File: config.mk
export PLATFORM = sky130hd
export DESIGN_NAME = serial_chunk_adder
export DESIGN_NICKNAME = d
export VERILOG_FILES = /design/src/rtl/coa_pkg.sv /design/src/rtl/chunk_fulladder.sv /design/src/rtl/serial_chunk_adder.sv
export SDC_FILE = /design/constraint.sdc
export NUM_CORES = 1
export LEC_CHECK = 0
export ABC_AREA = 1
export BUFFER_PORTS_ARGS = -buffer_cell sky130_fd_sc_hd__buf_2
export CAP_MARGIN = 40
export CORE_UTILIZATION = 23
export DETAILED_ROUTE_END_ITERATION = 10
export PLACE_DENSITY = 0.38
export SYNTH_ARGS = -nofsm -noshare
export SYNTH_HDL_FRONTEND = slang
export SYNTH_SLANG_ARGS = --single-unit
File: constraint.sdc
create_clock -name clk -period 2.37 [get_ports clk]
set_input_delay 0.474 -clock clk [delete_from_list [all_inputs] [get_ports clk]]
set_output_delay 0.474 -clock clk [all_outputs]
set_load 0.01 [all_outputs]
File: src/rtl/coa_pkg.sv
// rtl/coa_pkg.sv - shared COA datapath package: FSM state encoding and default adder geometry
package coa_pkg;

    localparam int WIDTH_DEF = 16;
    localparam int CHUNK_DEF = 4;

    typedef enum logic [1:0] {
        IDLE = 2'd0,
        RUN  = 2'd1,
        DONE = 2'd2
    } coa_state_e;

    // Chunk counter width; a one-chunk run still needs a 1-bit counter.
    function automatic int cnt_width(input int nch);
        return (nch > 1) ? $clog2(nch) : 1;
    endfunction

endpackage

File: src/rtl/chunk_fulladder.sv
// rtl/chunk_fulladder.sv - combinational CHUNK-bit ripple of full-adder cells
module chunk_fulladder #(
    parameter int CHUNK = 4
) (
    input  logic [CHUNK-1:0] x,
    input  logic [CHUNK-1:0] y,
    input  logic             ci,
    output logic [CHUNK-1:0] s,
    output logic             co
);

    logic [CHUNK:0] c;

    assign c[0] = ci;

    for (genvar i = 0; i < CHUNK; i++) begin : g_cell
        assign s[i]   = x[i] ^ y[i] ^ c[i];
        assign c[i+1] = (x[i] & y[i]) | (c[i] & (x[i] ^ y[i]));
    end

    assign co = c[CHUNK];

endmodule

File: src/rtl/serial_chunk_adder.sv
// rtl/serial_chunk_adder.sv - multi-cycle adder summing CHUNK bits per clock under start/busy/done
// Optional subtract mode: define SERIAL_CHUNK_ADDER_SUB_EN to add the sub input.
module serial_chunk_adder
    import coa_pkg::*;
#(
    parameter int WIDTH = WIDTH_DEF,
    parameter int CHUNK = CHUNK_DEF
) (
    input  logic             clk,
    input  logic             rst_n,
    input  logic             start,
    input  logic [WIDTH-1:0] a,
    input  logic [WIDTH-1:0] b,
    input  logic             cin,
`ifdef SERIAL_CHUNK_ADDER_SUB_EN
    input  logic             sub,
`endif
    output logic [WIDTH-1:0] sum,
    output logic             carry,
    output logic             busy,
    output logic             done
);

    localparam int NCH = WIDTH / CHUNK;
    localparam int CW  = cnt_width(NCH);
    localparam logic [CW-1:0] LAST = CW'(NCH - 1);

    coa_state_e       state_q, state_d;
    logic [WIDTH-1:0] a_q, a_d;
    logic [WIDTH-1:0] b_q, b_d;
    logic [WIDTH-1:0] sum_q, sum_d;
    logic             cin_q, cin_d;
    logic             carry_q, carry_d;
    logic [CW-1:0]    cnt_q, cnt_d;

    logic [CHUNK-1:0] chunk_s;
    logic             chunk_ci;
    logic             chunk_co;
    logic [WIDTH-1:0] b_cap;
    logic             cin_cap;

    // The captured carry-in feeds chunk 0 so the visible carry stays put until E1.
    assign chunk_ci = (cnt_q == '0) ? cin_q : carry_q;

    chunk_fulladder #(
        .CHUNK(CHUNK)
    ) u_chunk (
        .x (a_q[CHUNK-1:0]),
        .y (b_q[CHUNK-1:0]),
        .ci(chunk_ci),
        .s (chunk_s),
        .co(chunk_co)
    );

`ifdef SERIAL_CHUNK_ADDER_SUB_EN
    assign b_cap   = sub ? ~b : b;
    assign cin_cap = sub ? 1'b1 : cin;
`else
    assign b_cap   = b;
    assign cin_cap = cin;
`endif

    always_comb begin
        state_d = state_q;
        a_d     = a_q;
        b_d     = b_q;
        sum_d   = sum_q;
        cin_d   = cin_q;
        carry_d = carry_q;
        cnt_d   = cnt_q;

        case (state_q)
            IDLE, DONE: begin
                if (start) begin
                    a_d     = a;
                    b_d     = b_cap;
                    cin_d   = cin_cap;
                    cnt_d   = '0;
                    state_d = RUN;
                end else begin
                    state_d = IDLE;
                end
            end
            RUN: begin
                sum_d   = (sum_q >> CHUNK) | (WIDTH'(chunk_s) << (WIDTH - CHUNK));
                a_d     = a_q >> CHUNK;
                b_d     = b_q >> CHUNK;
                carry_d = chunk_co;
                if (cnt_q == LAST) begin
                    state_d = DONE;
                end else begin
                    cnt_d = cnt_q + 1'b1;
                end
            end
            default: state_d = IDLE;
        endcase
    end

    always_ff @(posedge clk or negedge rst_n) begin
        if (!rst_n) begin
            state_q <= IDLE;
            a_q     <= '0;
            b_q     <= '0;
            sum_q   <= '0;
            cin_q   <= 1'b0;
            carry_q <= 1'b0;
            cnt_q   <= '0;
        end else begin
            state_q <= state_d;
            a_q     <= a_d;
            b_q     <= b_d;
            sum_q   <= sum_d;
            cin_q   <= cin_d;
            carry_q <= carry_d;
            cnt_q   <= cnt_d;
        end
    end

    assign sum   = sum_q;
    assign carry = carry_q;
    assign busy  = (state_q == RUN);
    assign done  = (state_q == DONE);

endmodule

==> impl_results.md, run 1 <==
- Final layout net count: 432
- Slew Viols, Final: 0
- Vias in the first global route: 2130
- Overall Global Routing Usage: between 10% and 20%
- Final setup fails: 0
- Die Area: 12100 um^2
- CP peak stage delay: ~470 ps
- Worst setup EP type: flip-flop
- CTS Root Cell: clkbuf_16
- Fraction of layout cells with a size suffix above 1: 21.0%
- Hold_ws: 154 ps
- Rel. slew slack: 64.6%
- Post-synthesis cell count: 337
- Worst setup SP type: flip-flop
- CP Class: reg -> reg
- Sw frac: a little over two fifths
- Total power: 4.48 mW
- Largest net degree at the start of global routing: 34
- DRT Pass-1 Iters: 4
- Total global routing overflow: 0
- Pwr Density: roughly 1400 nW/um^2
- DRT iter0 DRCs: 102
- Rows: 39
- Worst setup endpoint: sum[15]$_DFFE_PN0P_
- Max VDD drop: 361 uV
- Area delta synth->final: 21.1%
- P_sw: around 1.9 mW
- Max Cap Viol: 0
- Unrepaired setup endpoints after global routing: yes
- Reg-to-Reg End: sum[15]$_DFFE_PN0P_
- Setup Skew: 12.0 ps
- Final Cycle Share: 98.8%
- Grt met1 use: about 15%
- Seq cells post-synth: 54
- Seq/Total Area, Yosys: about half
- Initial Utilization: 23.6%
- Total wire length: approximately 6300 um
- Post-Place Cells: 526
- Top delay family on crit path: adder cells
- Post-Syn Area: ~2700 um^2
- Mapped Nets: 379
- Syn Area/Cell: 7.95 um^2
- Initial antenna violation count: 0
- Synth cell types: 18
- GRT busiest layer: met2
- Worst Path Buf+Inv: 3
- N_diodes: 0
- Leakage: 1.81 nW
- Int Power: 2.55 mW
- Measured slew at the worst slew-check pin: ~530 ps
- CTS tree: done
- Critical Path AT: about 2500 ps
- Final Hold Viols: 0
- CP max FO: 2
- Worst hold path class: in -> async
- Hold_buf cts: 0
- Worst setup path startpoint: cnt_q[0]$_DFFE_PN0P_
- R2R setup slack: 30 ps
- DR vias: between 2000 and 2500
- DR WL/cell: 11.9 um
- Drt drc: 0
- Comb pwr share: between 40% and 50%
- Sink Count: 54
- Met2 Resource Use GR: 18.8%
- Die height: 110 um
- CP max-delay cell: fa_1
- Final min period: 2340 ps
- TritonCTS Buffers: 5
- Yosys warnings: 0
- Gp weighted congestion: around 0.68
- DP Wirelength: 4140 um
- Post-CTS Setup Inserts: 0
- Non-Filler Instances: between 500 and 600
- Core area: 11400 um^2
- Port-buffer cells: 54
- I/O Pins: 55
- Final ANT Viol Nets: 0
- CTS clk-pin slew, worst paths: 70 ps
- R2R cell count: 10
- Global-route wire length before repair: 10600 um
- Clk pwr share: ~17%
- Run status: complete, no violations
- Die span in x: between 100 and 150 um
- WP depth: 10
- CP required: 2550 ps
- Critical Path, Cell by Cell: inv_2 -> ha_4 -> mux2i_4 -> fa_2 -> fa_2 -> inv_2 -> fa_1 -> inv_1 -> fa_1 -> o21ai_1
- Peak Freq: approximately 430 MHz
- Max clock buf depth: 2
- Reg2reg start: cnt_q[0]$_DFFE_PN0P_
- Clock Latency Late Sink: 300 ps
- Vias per inst: 4.09
- Met3 usage: 2.73%
- H-tree lvl count: 2
- Sequential share of power: a little over a third
-- sequential cells by signal, indices dropped and copies added (netlist names) --
| signal | flops |
|---|---|
| cnt_q | 2 |
| sum | 16 |
| b_q | 16 |
| cin_q | 1 |
| state_q | 2 |
| a_q | 16 |
| carry | 1 |
-- power by group through the flow --
stage | Sequential (mW) | Clock, mW | Combinational (mW)
floorplan | 1.63 | 0 | 1.60
global placement | 1.60 | 0 | 2.12
detailed placement | 1.61 | 0 | 2.13
CTS | 1.60 | 0.770 | 2.18
global route | 1.65 | 0.804 | 2.53
finish | 1.59 | 0.745 | 2.14
-- metal layers --
| layer | vias up | share of wire [%] |
|---|---|---|
| met2 | 60 | 43 |
| met5 | - | 0 |
| li1 | 1120 | - |
| met3 | 8 | 5.6 |
| met1 | 996 | 50 |
| met4 | 0 | 1.4 |
-- worst min-delay path by stage --
stage / cells past startpoint / endpoint / start
after global routing: 1 / a_q[3]$_DFFE_PN0P_ / rst_n
after detailed placement: 2 / sum[3]$_DFFE_PN0P_ / sum[3]$_DFFE_PN0P_
after global placement: 2 / sum[3]$_DFFE_PN0P_ / sum[3]$_DFFE_PN0P_
final: 1 / sum[8]$_DFFE_PN0P_ / rst_n
after CTS: 1 / a_q[3]$_DFFE_PN0P_ / rst_n
after floorplan: 0 / a_q[0]$_DFFE_PN0P_ / rst_n
-- layout by cell type, fill, tap and decap left out, drive strengths merged --
| cell | instances |
|---|---|
| inv | 69 |
| o21ai | 22 |
| nand2 | 113 |
| buf | 62 |
| mux2i | 1 |
| ha | 2 |
| nand3 | 52 |
| fa | 4 |
| clkbuf | 6 |
| clkinv | 3 |
| nor2 | 3 |
| dfrtp | 54 |
-- cells in the mapped netlist --
| cell | n | area, um^2 |
|---|---|---|
| mux2i_1 | 1 | 10.0 |
| dfrtp_1 | 54 | 1350 |
| buf_4 | 6 | 45.0 |
| nand2_4 | 3 | 33.8 |
| nand2_1 | 110 | 413 |
| inv_4 | 1 | 6.26 |
| ha_1 | 2 | 25.0 |
| fa_1 | 4 | 80.1 |
| o21ai_1 | 15 | 75.1 |
| buf_1 | 2 | 7.51 |
| nor2_1 | 3 | 11.3 |
| inv_1 | 65 | 244 |
| inv_2 | 3 | 11.3 |
| clkinv_1 | 1 | 3.75 |
| buf_6 | 4 | 45.0 |
| nand3_1 | 52 | 260 |
| o21ai_0 | 7 | 35.0 |
| buf_2 | 4 | 20.0 |
-- cells by family (layout without fill, tap and decap cells) --
group / Yosys count / after routing / synth area share [%]
AO/OA/AOI/OAI: 22 / 22 / 4.11
adder cells (fa/ha/maj): 6 / 6 / 3.93
buffers and inverters: 86 / 140 / 14.3
flip-flops: 54 / 54 / 50.5
multiplexers: 1 / 1 / 0.374
AND/OR/NAND/NOR: 168 / 168 / 26.8
-- stage by stage --
step                util, %  cell area [um^2]  setup WS (ps)  setup TNS, ps
floorplan                 -              2680           23.1              0
detailed placement     27.0              3070          -49.6          -49.6
CTS                    28.4              3230           25.2              0
global placement       27.0              3070          -47.5          -47.5
global route           28.5              3240          -59.4          -59.4
finish                 28.5              3240           27.9              0
-- cell type report --
cell class | count | area (um^2)
fill | 1276 | 8130
sequential | 54 | 1350
multi-input combinational | 197 | 973
timing repair buffer | 62 | 330
inverter | 70 | 265
tap | 143 | 179
clock buffer | 6 | 129
clock inverter | 2 | 13.8
-- timing repair --
item                                    in CTS  in global routing
resized for setup                            6                  2
pin swaps                                    2                  1
endpoints found under the setup margin       1                  1
Note: power is estimated with default switching activity, not from simulation.
==> inputs of run 2 (changes only) <==
--- a/config.mk
+++ b/config.mk
@@ -7,7 +7,9 @@
 export LEC_CHECK = 0
 export ABC_AREA = 1
 export BUFFER_PORTS_ARGS = -buffer_cell sky130_fd_sc_hd__buf_2
-export CAP_MARGIN = 40
+export CAP_MARGIN = 20
+export CORE_ASPECT_RATIO = 0.5
+export CORE_MARGIN = 5
 export CORE_UTILIZATION = 23
 export DETAILED_ROUTE_END_ITERATION = 10
 export PLACE_DENSITY = 0.38
==> impl_results.md, run 2 (synthesis results as in run 1) <==
- Peak Freq: 428 MHz
- Final Hold Viols: 0
- Rows: 27
- Worst setup SP type: flip-flop
- Vias in the first global route: 2131
- TritonCTS Buffers: 5
- Pwr Density: 1430 nW/um^2
- Overall Global Routing Usage: approximately a tenth
- Core area: 11200 um^2
- Final ANT Viol Nets: 0
- CP Class: reg -> reg
- Max clock buf depth: 2
- Slew Viols, Final: 0
- Fraction of layout cells with a size suffix above 1: 21.8%
- Worst setup EP type: flip-flop
- Gp weighted congestion: about 0.69
- Clock Latency Late Sink: 300 ps
- Die span in x: 163 um
- Final Cycle Share: 98.5%
- CTS clk-pin slew, worst paths: around 70 ps
- Commonest non-fill, non-tap cell in the layout: nand2_1
- Die Area: 14000 um^2
- Total wire length: about 6700 um
- Final min period: ~2300 ps
- Sink Count: 54
- Area delta synth->final: 23.9%
- Final Worst Setup Slack: ~36 ps
- Vias per inst: 3.90
- Die height: 86.3 um
- I/O Pins: 55
- Port-buffer cells: 54
- Global-route wire length before repair: 11200 um
- Critical Path AT: 2510 ps
- CP required: approximately 2600 ps
- Max Cap Viol: 0
- Rel. slew slack: 73.3%
- Most frequent cells in the layout: 110 x nand2_1, 61 x inv_1, 54 x dfrtp_1, 54 x buf_2, 52 x nand3_1
- DR WL/cell: 12.2 um
- Setup Skew: 7.73 ps
- CP max FO: 2
- DRT iter0 DRCs: 147
- Total global routing overflow: 0
- Hold_buf cts: 0
- DRT Pass-1 Iters: 4
- Final setup fails: 0
- CTS Root Cell: clkbuf_16
- CTS tree: done
- Unrepaired setup endpoints after global routing: yes
- Worst hold path class: in -> async
- Leakage: 1.84 nW
- Largest net degree at the start of global routing: 55
- H-tree lvl count: 2
- Drt drc: 0
- N_diodes: 0
- Run status: complete, no violations
- Initial Utilization: 23.9%
- Max VDD drop: 372 uV
- Measured slew at the worst slew-check pin: 400 ps
- Pre-CTS WS: -57.8 ps
- Final layout net count: 431
- DR vias: 2141
- Post-CTS Setup Inserts: 0
- Total power: about 4.7 mW
- R2R cell count: 10
- Initial antenna violation count: 0
- DP Wirelength: 4270 um
run 2: cell count changes in the layout (fill, tap and decap cells not counted):
cell       before  now
mux2i_2         0    1
inv_2           5    7
mux2i_4         1    0
buf_12          0    1
inv_1          63   61
bufinv_16       0    2
clkbuf_1        1    0
buf_4           8    6
fa_2            2    3
clkinv_2        1    0
clkinv_4        1    0
clkbuf_8        0    1
fa_1            2    1
run 2: per-layer routing:
layer	GRT usage [%]	routed length, um	vias up	part of all wire [%]
met5	0	0	-	0
met4	2.51	70	0	1.0
met3	2.71	307	5	4.6
met2	15.3	2900	43	43
met1	14.3	3400	980	51
li1	-	-	1113	-
run 2: repair_timing:
action                                  in CTS  in global routing
resized for setup                            8                  2
pin swaps                                    1                  1
endpoints found under the hold margin        0                  0
endpoints found under the setup margin       1                  1
run 2: layout make-up:
type                       count  area (um^2)
tap                          159          199
clock inverter                 2         60.1
clock buffer                   6          139
multi-input combinational    197          967
sequential                    54         1350
fill                        1247         7870
timing repair buffer          61          335
inverter                      70          265
run 2: metrics by stage:
| step | cells | hold slack (ps) | utilization (%) | TNS (ps) | instance area [um^2] |
|---|---|---|---|---|---|
| 2_1_floorplan | 337 | 178 | - | 0 | 2680 |
| 3_3_place_gp | 541 | 458 | 27.7 | -37.5 | 3090 |
| 3_5_place_dp | 541 | 462 | 27.7 | -57.8 | 3090 |
| 4_1_cts | 549 | 183 | 29.7 | -4.43 | 3320 |
| 5_1_grt | 549 | 197 | 29.7 | -33.7 | 3320 |
| 6_report | 549 | 166 | 29.7 | 0 | 3320 |
run 2: worst paths after layout:
check | slack (ps) | from | to
min reg2reg | 480 | sum[0]$_DFFE_PN0P_ | sum[0]$_DFFE_PN0P_
min | 170 | rst_n | a_q[12]$_DFFE_PN0P_
max in group asynchronous | 1930 | rst_n | sum[2]$_DFFE_PN0P_
max | 40 | cnt_q[0]$_DFFE_PN0P_ | sum[15]$_DFFE_PN0P_
max reg2reg | 40 | cnt_q[0]$_DFFE_PN0P_ | sum[15]$_DFFE_PN0P_
min in group clk | 390 | cin | cin_q$_DFFE_PN0P_
run 2: where the power goes:
group | total, mW | switching [mW] | internal, mW | leakage (nW)
registers | 1.59 | 0.224 | 1.36 | 0.673
clock network | 0.986 | 0.351 | 0.635 | 0.0971
logic | 2.16 | 1.36 | 0.792 | 1.07
run 2: worst max-delay path, stage by stage, from the launching register on:
cell     delay, ps
dfrtp_1        360
inv_2           60
ha_4           160
mux2i_2        150
fa_2           340
fa_2           340
inv_2           60
fa_2           180
inv_2           40
fa_1           480
o21ai_1         60
==> inputs of run 3 (changes only) <==
--- a/config.mk
+++ b/config.mk
@@ -11,6 +11,7 @@
 export CORE_ASPECT_RATIO = 0.5
 export CORE_MARGIN = 5
 export CORE_UTILIZATION = 23
+export CTS_BUF_LIST = sky130_fd_sc_hd__clkbuf_8
 export DETAILED_ROUTE_END_ITERATION = 10
 export PLACE_DENSITY = 0.38
 export SYNTH_ARGS = -nofsm -noshare
==> impl_results.md, run 3 (synthesis results as in run 1) <==
- Run status: complete, no violations
- Clk pwr share: 17.2%
- Peak Freq: approximately 430 MHz
- Setup TNS: 0 ps
- Reg2reg start: cnt_q[0]$_DFFE_PN0P_
- R2R setup slack: 40 ps
- Worst setup EP type: flip-flop
- DRT iter0 DRCs: 139
- R2R cell count: 10
- Vias per inst: 3.86
- Die height: between 80 and 90 um
- Final layout net count: 431
- Commonest non-fill, non-tap cell in the layout: nand2_1
- Final Cycle Share: 98.5%
- Largest net degree at the start of global routing: 55
- Setup Skew: 5.86 ps
- Total wire length: about 6700 um
- Hold_buf cts: 0
- DR WL/cell: 12.1 um
- CP Class: reg -> reg
- Worst setup SP type: flip-flop
- Area delta synth->final: 21.8%
- Sw frac: 42.3%
- Sequential share of power: 35.1%
- CP max-delay cell: fa_1
- Final Hold Viols: 0
- Unrepaired setup endpoints after global routing: yes
- Vias in the first global route: 2148
- Comb pwr share: 47.7%
- Overall Global Routing Usage: 10.1%
- CTS clk-pin slew, worst paths: roughly 100 ps
- Drt drc: 0
- CP max FO: 2
- Sink Count: 54
- CTS tree: done
- Max clock buf depth: 2
- Core area: about 11000 um^2
- CP required: 2580 ps
- DRT Pass-1 Iters: 4
- Rel. slew slack: approximately 72%
- H-tree lvl count: 2
- Initial antenna violation count: 0
- DP Area: ~3100 um^2
- Final Worst Setup Slack: about 35 ps
- CP peak stage delay: 480 ps
- Reg-to-Reg End: sum[15]$_DFFE_PN0P_
- Clock Latency Late Sink: about 320 ps
- Die span in x: 163 um
- Measured slew at the worst slew-check pin: 413 ps
- Final ANT Viol Nets: 0
- Die Area: 14000 um^2
- Critical Path, Cell by Cell: inv_2 -> ha_4 -> mux2i_2 -> fa_2 -> fa_2 -> inv_2 -> fa_2 -> inv_2 -> fa_1 -> o21ai_1
- Slew Viols, Final: 0
- Port-buffer cells: between 50 and 60
- Most frequent cells in the layout: 110 x nand2_1, 61 x inv_1, 54 x dfrtp_1, 54 x buf_2, 52 x nand3_1
- TritonCTS Buffers: 5
- Global-route wire length before repair: 11200 um
- Final min period: 2330 ps
- Post-route design area: 3260 um^2
- DR vias: 2118
- Leakage: 1.81 nW
- Final setup fails: 0
- Fraction of layout cells with a size suffix above 1: 21.8%
- Initial Utilization: 23.9%
- Hold_ws: 132 ps
- P_sw: 1.91 mW
- I/O Pins: 55
- Int Power: between 2 and 3 mW
- N_diodes: 0
- Total global routing overflow: 0
- Max Cap Viol: 0
- Rows: 27
- Gp weighted congestion: 0.688
- Worst hold path class: in -> async
- Pre-CTS WS: -57.8 ps
- DP Wirelength: 4270 um
- Pwr Density: 1380 nW/um^2
- Critical Path AT: about 2500 ps
- Max VDD drop: 346 uV
- CTS Root Cell: clkbuf_8
run 3: timing repair:
action	4_1_cts	5_1_grt
endpoints found under the setup margin	1	1
buffers inserted	0	0
pin swaps	1	1
gates resized for setup	8	2
run 3: power groups by stage:
stage / combinational, mW / clock [mW] / sequential, mW
after floorplan: 1.60 / 0 / 1.63
after global placement: 2.15 / 0 / 1.59
after detailed placement: 2.16 / 0 / 1.61
after CTS: 2.21 / 0.816 / 1.59
after global routing: 2.51 / 0.843 / 1.65
final: 2.15 / 0.775 / 1.58
run 3: metrics by stage:
stage	total power, mW	util [%]	instances
6_report	4.51	29.2	549
5_1_grt	5.01	29.2	549
4_1_cts	4.62	29.2	549
3_5_place_dp	3.76	27.7	541
3_3_place_gp	3.75	27.7	541
2_1_floorplan	3.22	-	337
run 3: worst max-delay path: cells and delay by family (launching register included):
family	cells	cell delay (ps)
muxes	1	150
buffers and inverters	3	160
adders and majority gates	5	1490
DFF	1	370
AOI/OAI and AO/OA	1	70
run 3: worst max path at each step:
stage                               from                   to  slack, ps  cells past startpoint
floorplan           cnt_q[0]$_DFFE_PN0P_  sum[15]$_DFFE_PN0P_         20                     10
global placement    cnt_q[0]$_DFFE_PN0P_  sum[15]$_DFFE_PN0P_        -40                     10
detailed placement  cnt_q[0]$_DFFE_PN0P_  sum[15]$_DFFE_PN0P_        -60                     10
CTS                 cnt_q[0]$_DFFE_PN0P_  sum[15]$_DFFE_PN0P_         -9                     10
global route        cnt_q[0]$_DFFE_PN0P_  sum[15]$_DFFE_PN0P_        -40                     10
finish              cnt_q[0]$_DFFE_PN0P_  sum[15]$_DFFE_PN0P_         40                     10
run 3: cell type report:
cell class / instances / area (um^2)
Fill cell: 1255 / 7920
Sequential cell: 54 / 1350
Tap cell: 159 / 199
Multi-Input combinational cell: 197 / 967
Clock buffer: 6 / 82.6
Inverter: 70 / 265
Clock inverter: 2 / 60.1
Timing Repair Buffer: 61 / 335
run 3: layer usage:
layer  vias up  wire length [um]  share of wire, %  track usage [%]
met3         5               272               4.1             2.71
met1       964              3390                51             14.0
met2        37              2920                44             15.4
met5         -                 0                 0                0
li1       1112                 -                 -                -
met4         0                78               1.2             3.20
